==> config.mk <==
export PLATFORM = sky130hd
export DESIGN_NAME = axi_sha_stream_out
export DESIGN_NICKNAME = d
export VERILOG_FILES = /design/src/rtl/axi_sha_stream_out.sv
export SDC_FILE = /design/constraint.sdc
export NUM_CORES = 2
export LEC_CHECK = 0
export CORE_AREA = 2 2 643 645
export CTS_BUF_LIST = sky130_fd_sc_hd__clkbuf_4 sky130_fd_sc_hd__clkbuf_8
export DETAILED_ROUTE_END_ITERATION = 8
export DIE_AREA = 0 0 645 647
export HOLD_SLACK_MARGIN = 0.06
export PLACE_DENSITY = 0.39
export SLEW_MARGIN = 20
export SYNTH_ARGS = -nofsm -noshare
export SYNTH_HDL_FRONTEND = slang
export SYNTH_SLANG_ARGS = --single-unit
==> constraint.sdc <==
create_clock -name ACLK -period 73.5 [get_ports ACLK]
set_clock_uncertainty 0.15 [all_clocks]
set_input_delay 14.7 -clock ACLK [delete_from_list [all_inputs] [get_ports ACLK]]
set_output_delay 14.7 -clock ACLK [all_outputs]
set_load 0.05 [all_outputs]
==> src/rtl/axi_sha_stream_out.sv <==
// -----------------------------------------------------------------------------
// axi_sha_stream_out
//
// AXI4-Stream output stage for the SHA-3 core. When a hash completes, this block
// captures the 1600-bit Keccak state. It then serialises either the digest or
// the full state as a packet of WIDTH-bit beats. The stream honours TREADY
// backpressure, flags the final beat with TLAST and qualifies a partial final
// word with TKEEP.
//
// Parameters
//   WIDTH      : TDATA width in bits (8, 16, 32 or 64).
//   MSB_FIRST  : 0 -> stream byte 0 in TDATA[7:0];
//                1 -> stream byte 0 in TDATA[WIDTH-1:WIDTH-8].
//
// Ports
//   ACLK           in   clock, rising edge
//   ARESET         in   synchronous active-high reset
//   state_i        in   Keccak state; digest byte k = state_i[8k+7:8k]
//   mode_i         in   0/1/2/3 = SHA3-224/256/384/512
//   full_i         in   1 = dump all 200 state bytes (overrides mode_i)
//   state_valid_i  in   state_i/mode_i/full_i valid
//   state_ready_o  out  block can accept a state
//   TDATA_o        out  stream data
//   TKEEP_o        out  byte-valid mask, bit i qualifies TDATA_o[8i+7:8i]
//   TUSER_o        out  mode_i as captured, held for the whole packet
//   TVALID_o       out  beat valid
//   TLAST_o        out  final beat of the packet
//   TREADY_i       in   downstream accepts the beat
// -----------------------------------------------------------------------------
module axi_sha_stream_out #(
   parameter int unsigned WIDTH     = 16,
   parameter bit          MSB_FIRST = 1'b0
) (
   input  logic               ACLK,
   input  logic               ARESET,
   input  logic [1599:0]      state_i,
   input  logic [1:0]         mode_i,
   input  logic               full_i,
   input  logic               state_valid_i,
   output logic               state_ready_o,
   output logic [WIDTH-1:0]   TDATA_o,
   output logic [WIDTH/8-1:0] TKEEP_o,
   output logic [1:0]         TUSER_o,
   output logic               TVALID_o,
   output logic               TLAST_o,
   input  logic               TREADY_i
);

   localparam int unsigned WB = WIDTH / 8;                 // bytes per beat
   localparam int unsigned CW = $clog2(1600 / WIDTH);      // beat counter width

   typedef enum logic {
      ST_IDLE,
      ST_SEND
   } state_e;

   // Index of the last beat (N-1) for a packet of len_bytes bytes.
   function automatic logic [CW-1:0] last_idx_of(input int unsigned len_bytes);
      return CW'((len_bytes + WB - 1) / WB - 1);
   endfunction

   // TKEEP pattern for the last beat. R valid bytes sit in the lanes that
   // carry the earliest stream bytes: the low lanes when LSB-first, and the
   // high lanes when MSB-first.
   function automatic logic [WB-1:0] last_keep_of(input int unsigned len_bytes);
      int unsigned rem;
      logic [WB-1:0] keep;
      rem  = len_bytes - ((len_bytes + WB - 1) / WB - 1) * WB;
      keep = '0;
      for (int unsigned i = 0; i < WB; i++) begin
         if (i < rem) begin
            if (MSB_FIRST) begin
               keep[WB-1-i] = 1'b1;
            end else begin
               keep[i] = 1'b1;
            end
         end
      end
      return keep;
   endfunction

   // Packet geometry per length. Only the five legal lengths exist, so the
   // geometry is folded into constants and never divided at run time.
   localparam logic [CW-1:0] LI_224  = last_idx_of(28);
   localparam logic [CW-1:0] LI_256  = last_idx_of(32);
   localparam logic [CW-1:0] LI_384  = last_idx_of(48);
   localparam logic [CW-1:0] LI_512  = last_idx_of(64);
   localparam logic [CW-1:0] LI_FULL = last_idx_of(200);
   localparam logic [WB-1:0] LK_224  = last_keep_of(28);
   localparam logic [WB-1:0] LK_256  = last_keep_of(32);
   localparam logic [WB-1:0] LK_384  = last_keep_of(48);
   localparam logic [WB-1:0] LK_512  = last_keep_of(64);
   localparam logic [WB-1:0] LK_FULL = last_keep_of(200);

   // ---------------------------------------------------------------------------
   // Registers
   // ---------------------------------------------------------------------------
   state_e          state_q,     state_d;
   logic [CW-1:0]   cnt_q,       cnt_d;        // index of the beat on TDATA_o
   logic [1:0]      tuser_q,     tuser_d;
   logic [1599:0]   shreg_q,     shreg_d;      // byte 0 of the current beat at [7:0]
   logic [CW-1:0]   last_idx_q,  last_idx_d;   // N-1, latched at load
   logic [WB-1:0]   last_keep_q, last_keep_d;  // TKEEP of the last beat, latched at load

   // ---------------------------------------------------------------------------
   // Load-time selection
   // ---------------------------------------------------------------------------
   logic [7:0]      len_sel;
   logic [CW-1:0]   last_idx_sel;
   logic [WB-1:0]   last_keep_sel;
   logic [1599:0]   load_data;
   logic            load;
   logic            handshake;

   // NOTE: every signal assigned in an always_comb gets a default first. If any
   // path left a signal unassigned, the tool would infer a latch.
   always_comb begin
      len_sel       = 8'd200;
      last_idx_sel  = LI_FULL;
      last_keep_sel = LK_FULL;
      if (!full_i) begin
         unique case (mode_i)
            2'd0: begin len_sel = 8'd28; last_idx_sel = LI_224; last_keep_sel = LK_224; end
            2'd1: begin len_sel = 8'd32; last_idx_sel = LI_256; last_keep_sel = LK_256; end
            2'd2: begin len_sel = 8'd48; last_idx_sel = LI_384; last_keep_sel = LK_384; end
            default: begin len_sel = 8'd64; last_idx_sel = LI_512; last_keep_sel = LK_512; end
         endcase
      end
   end

   // Only the first L bytes enter the shift register. Bytes above L are zero,
   // and the right shift also fills with zeros. As a result, the unused lanes
   // of the final beat always come out as 0.
   always_comb begin
      load_data = '0;
      for (int unsigned k = 0; k < 200; k++) begin
         if (8'(k) < len_sel) begin
            load_data[8*k +: 8] = state_i[8*k +: 8];
         end
      end
   end

   assign load      = (state_q == ST_IDLE) && state_valid_i;
   assign handshake = (state_q == ST_SEND) && TREADY_i;

   // ---------------------------------------------------------------------------
   // FSM: state register
   // ---------------------------------------------------------------------------
   // NOTE: sequential state uses non-blocking assignments only. All flops then
   // sample pre-edge values, whatever order the blocks are evaluated in.
   always_ff @(posedge ACLK) begin
      if (ARESET) begin
         state_q <= ST_IDLE;
         cnt_q   <= '0;
         tuser_q <= '0;
      end else begin
         state_q <= state_d;
         cnt_q   <= cnt_d;
         tuser_q <= tuser_d;
      end
   end

   // NOTE: the wide shift register and the latched geometry are not reset.
   // The datapath reads them only in SEND, and SEND is always entered through
   // a load that overwrites them. A reset here would only add fan-out to
   // 1600+ flops.
   always_ff @(posedge ACLK) begin
      shreg_q     <= shreg_d;
      last_idx_q  <= last_idx_d;
      last_keep_q <= last_keep_d;
   end

   // ---------------------------------------------------------------------------
   // FSM: next state and datapath update
   // ---------------------------------------------------------------------------
   always_comb begin
      state_d = state_q;
      unique case (state_q)
         ST_IDLE: if (state_valid_i)                      state_d = ST_SEND;
         ST_SEND: if (TREADY_i && (cnt_q == last_idx_q))  state_d = ST_IDLE;
         default:                                         state_d = ST_IDLE;
      endcase
   end

   always_comb begin
      shreg_d     = shreg_q;
      cnt_d       = cnt_q;
      tuser_d     = tuser_q;
      last_idx_d  = last_idx_q;
      last_keep_d = last_keep_q;
      if (load) begin
         shreg_d     = load_data;
         cnt_d       = '0;
         tuser_d     = mode_i;
         last_idx_d  = last_idx_sel;
         last_keep_d = last_keep_sel;
      end else if (handshake) begin
         // Each accepted beat moves the next WB stream bytes to the bottom.
         shreg_d = shreg_q >> WIDTH;
         cnt_d   = cnt_q + CW'(1);
      end
   end

   // ---------------------------------------------------------------------------
   // Beat formatting: the bottom WB bytes of the shift register, placed into
   // lanes in stream order or in reversed order.
   // ---------------------------------------------------------------------------
   logic [WIDTH-1:0] beat_raw;
   logic [WIDTH-1:0] lane_data;

   assign beat_raw = shreg_q[WIDTH-1:0];

   always_comb begin
      lane_data = '0;
      for (int unsigned b = 0; b < WB; b++) begin
         int unsigned lane;
         lane = MSB_FIRST ? (WB - 1 - b) : b;
         lane_data[8*lane +: 8] = beat_raw[8*b +: 8];
      end
   end

   // ---------------------------------------------------------------------------
   // FSM: outputs. These are derived from registered state only; TVALID_o never
   // looks at TREADY_i.
   // ---------------------------------------------------------------------------
   always_comb begin
      state_ready_o = (state_q == ST_IDLE);
      TVALID_o      = 1'b0;
      TLAST_o       = 1'b0;
      TKEEP_o       = '0;
      TDATA_o       = '0;
      TUSER_o       = tuser_q;
      if (state_q == ST_SEND) begin
         TVALID_o = 1'b1;
         TLAST_o  = (cnt_q == last_idx_q);
         TKEEP_o  = (cnt_q == last_idx_q) ? last_keep_q : '1;
         TDATA_o  = lane_data;
      end
   end

endmodule
==> qor.txt <==
Status -> finished, final reports clean
Tot GR Track Use -> 15.92%
Post-Syn Instances -> 6397
Max Transition Viols Final -> 0
DIE WIDTH -> 645 µm
First-pass GRT wire length -> 466300 µm
Net Sw Power -> 665.9 µW
Peak supply drop -> 0.01128 mV
CTS tree -> done
Switching Fraction -> 27.24%
Drt via density -> 4.062
Worst reg2reg path depth -> 7
Fmax -> 49.53 MHz
Met1 Wirelength -> 137700 µm
Least-Margin Pin Slew -> 1.146 ns
Total CTS buffers -> 326
Fin crit period -> 20.19 ns
CTS sink cnt -> 1615
DRC -> 0
Crit Reg-Reg Startpoint -> state_q
Power per Cell Area -> 24.90 nW/µm²
Layout Nets -> 9542
Crit path buffers/inverters -> 6
Share of layout cells above drive strength 1 -> 7.278%
DRT iter0 DRCs -> 4613
GP Congestion -> 0.8626
Clock power frac -> 38.5%
Crit-path leading delay family -> buffers and inverters
Post-Syn Area -> 70380 µm²
Final-layout fill cell count -> 44340
Required @ worst endpoint -> 73.96 ns
Clock Tree Root -> clkbuf_8
Main area contributors after synthesis -> edfxtp_1 (68%), nand2_1 (14%), nand3_1 (7.6%)
Power share of the combinational group -> 12.9%
Hold WS -> 0.2694 ns
Setup_tns -> 0 ns
Arr. time, crit path -> 20.65 ns
Total grt overflow -> 0
Die area -> 417300 µm²
HPWL after DPL -> 259100 µm
Sequential share of power -> 48.6%
Final Cell Area -> 98160 µm²
Synth async-reset ratio -> 0%
Post-Synthesis Net Count -> 8010
Final setup fails -> 0
I/O pin count -> 1630
Post-DP Area -> 91660 µm²
RSZ-0062 raised after global routing -> no
Largest net degree at the start of global routing -> 235
Area Growth Syn to Fin -> 39.47%
Period utilisation layout -> 27.47%
Row Count -> 236
HP Class -> flop to flop
EDFF count, synth -> 1605
Setup crit end -> shreg_q[1154]
Ys Warns -> 0
Lkg Pwr -> 37.76 nW
CP endpoint kind -> flop
Seq/Total Area, Yosys -> 68.77%
Wire per inst -> 25.43 µm
First drt pass iteration count -> 8
CP max stage cell -> buf_4
Vias in the first global route -> 57670
Leading area contributor after synthesis -> edfxtp_1
Crit-path most repeated cell -> buf_4
Wire length on met2 -> 173900 µm
Most used flip-flop cell after synthesis -> edfxtp_1
MaxCap Viol Count -> 0
PortBufs -> 1629
Total core area -> 411000 µm²
CP cell instances -> clkdlybuf4s50_1, nand2b_4, nand2_4, buf_4, buf_4, buf_4, buf_4, buf_4
Initial Util -> 17.12%
Largest fanout on the critical path -> 72
Setup bufs post-CTS -> 0
CP Class -> primary input to flop
DRT Wirelength -> 348900 µm
CP startpoint -> state_valid_i
Relative max-transition margin -> 23.33%
Die Span Y -> 647 µm
Post-DRT Antenna Nets -> 0
FF-to-FF End -> shreg_q[1154]
Resized Gates After CTS -> 0
CTS max path bufs -> 4
R2r setup slk -> 66.76 ns
Register area -> 48400 µm²
Via Count -> 55730
Count of cell types in the netlist -> 33
Hold-fix buffers, CTS -> 0
Routed wl met3 -> 27320 µm
Antenna violations before repair -> 241
H-tree depth -> 5
Worst path max stage delay -> 0.89 ns
Area of the multi-input gates -> 19420 µm²
Cell Int Power -> 1.779 mW
Clock-pin slew on the worst setup and hold paths -> 0.06 ns
#FFs+latches synth -> 1615
Syn avg cell area -> 11.00 µm²
Top Metal Used -> met5
Clk_lat worst skew -> 1.07 ns
CP Launch Type -> primary input
Top cell type's share of synthesized area -> 68.48%
Hold Violations, Final -> 0
Crit. path cell count -> 8
-- worst min path at each step --
stage                              from       endpoint  slack, ns  cells past startpoint
after global routing      shreg_q[1365]  shreg_q[1349]       0.30                      2
after detailed placement     TUSER_o[0]     TUSER_o[0]       0.31                      2
after floorplan                cnt_q[6]       cnt_q[6]       0.31                      2
final                     shreg_q[1365]  shreg_q[1349]       0.27                      2
after global placement       TUSER_o[1]     TUSER_o[1]       0.30                      2
after CTS                 shreg_q[1365]  shreg_q[1349]       0.26                      2
-- cell type report --
| class | count | area share [%] |
|---|---|---|
| flip-flops and latches | 1615 | 49.31 |
| multi-input cells | 4274 | 19.78 |
| repair buffers | 1706 | 17.27 |
| well taps | 5474 | 6.978 |
| clock buffers | 441 | 5.457 |
| clock inverters | 120 | 0.9331 |
| diodes | 86 | 0.2193 |
| inverters | 6 | 0.04971 |
-- per-stage QoR --
step / power (mW) / setup slack, ns / util (%) / cells
floorplan: 1.465 / 21.38 / - / 6397
global route: 2.558 / 52.87 / 23.85 / 13670
detailed placement: 1.532 / 51.99 / 22.30 / 13080
finish: 2.445 / 53.31 / 23.88 / 13720
CTS: 2.494 / 53.21 / 23.83 / 13640
global placement: 1.529 / 52.18 / 22.30 / 13080
-- synthesized netlist by cell type, types with 2 or more instances --
library cell  instances
a21oi_1               8
a22o_1              288
and2_1               16
and3_1               17
buf_1                20
buf_2               305
buf_4                71
buf_6                 7
clkbuf_1             99
dfxtp_1              10
edfxtp_1           1605
ha_1                  6
inv_1                 5
nand2_1            2604
nand2b_1              2
nand3_1            1075
nor2_1                9
nor2_2                2
nor3_1                3
o21ai_0              22
o21ai_1             204
o31ai_1               2
or3_1                 2
or4_1                 2
xor2_1                5
-- power groups by stage --
stage	registers (mW)	clock network (mW)	logic (mW)
floorplan	1.31	0	0.153
global placement	1.21	0	0.320
detailed placement	1.21	0	0.322
CTS	1.19	0.978	0.324
global route	1.20	1.01	0.349
finish	1.19	0.940	0.316
-- worst reg2reg max path, cell delays in order, from the launching register on --
cell and delay (ns):
dfxtp_2 0.88, nand2_1 0.34, nand2_4 0.74, buf_4 0.76
buf_4 0.82, buf_4 0.91, buf_4 0.82, buf_4 0.87
-- routing by layer --
metal  track usage [%]  up-vias
met2             27.71     1866
met4             4.720      148
met5                 0        -
met1             18.53    27350
met3             5.138      695
li1                  -    25680
-- state kept, by name, summed over array words and instances, names as in the netlist --
register    count
shreg_q      1600
cnt_q           7
TUSER_o         2
state_q         1
last_idx_q      5
-- kinds of logic after synthesis --
family                   share of synthesized area (%)
flip-flops                                       68.77
AND/OR/NAND/NOR                                  22.03
XOR/XNOR                                       0.06222
buffers and inverters                            3.712
adder cells (fa/ha/maj)                         0.1067
AO/OA/AOI/OAI                                    5.323
-- cell usage in the layout, fill, tap and decap left out, types with 6 or more instances in the layout --
| master | count |
|---|---|
| buf_12 | 7 |
| dfxtp_1 | 9 |
| a21oi_1 | 7 |
| and2_1 | 16 |
| diode_2 | 86 |
| ha_1 | 6 |
| and3_1 | 17 |
| edfxtp_1 | 1605 |
| nor2_1 | 8 |
| o21ai_0 | 22 |
| nand3_1 | 1075 |
| clkinv_1 | 67 |
| o21ai_1 | 204 |
| a22o_1 | 288 |
| clkbuf_8 | 327 |
| clkdlybuf4s50_1 | 1617 |
| nand2_1 | 2603 |
| buf_4 | 79 |
| bufinv_16 | 8 |
| inv_6 | 8 |
| clkinv_2 | 15 |
| clkinv_8 | 7 |
| clkinvlp_4 | 6 |
| clkbuf_4 | 114 |
| inv_8 | 6 |
Power figures use the tool's default switching activity.
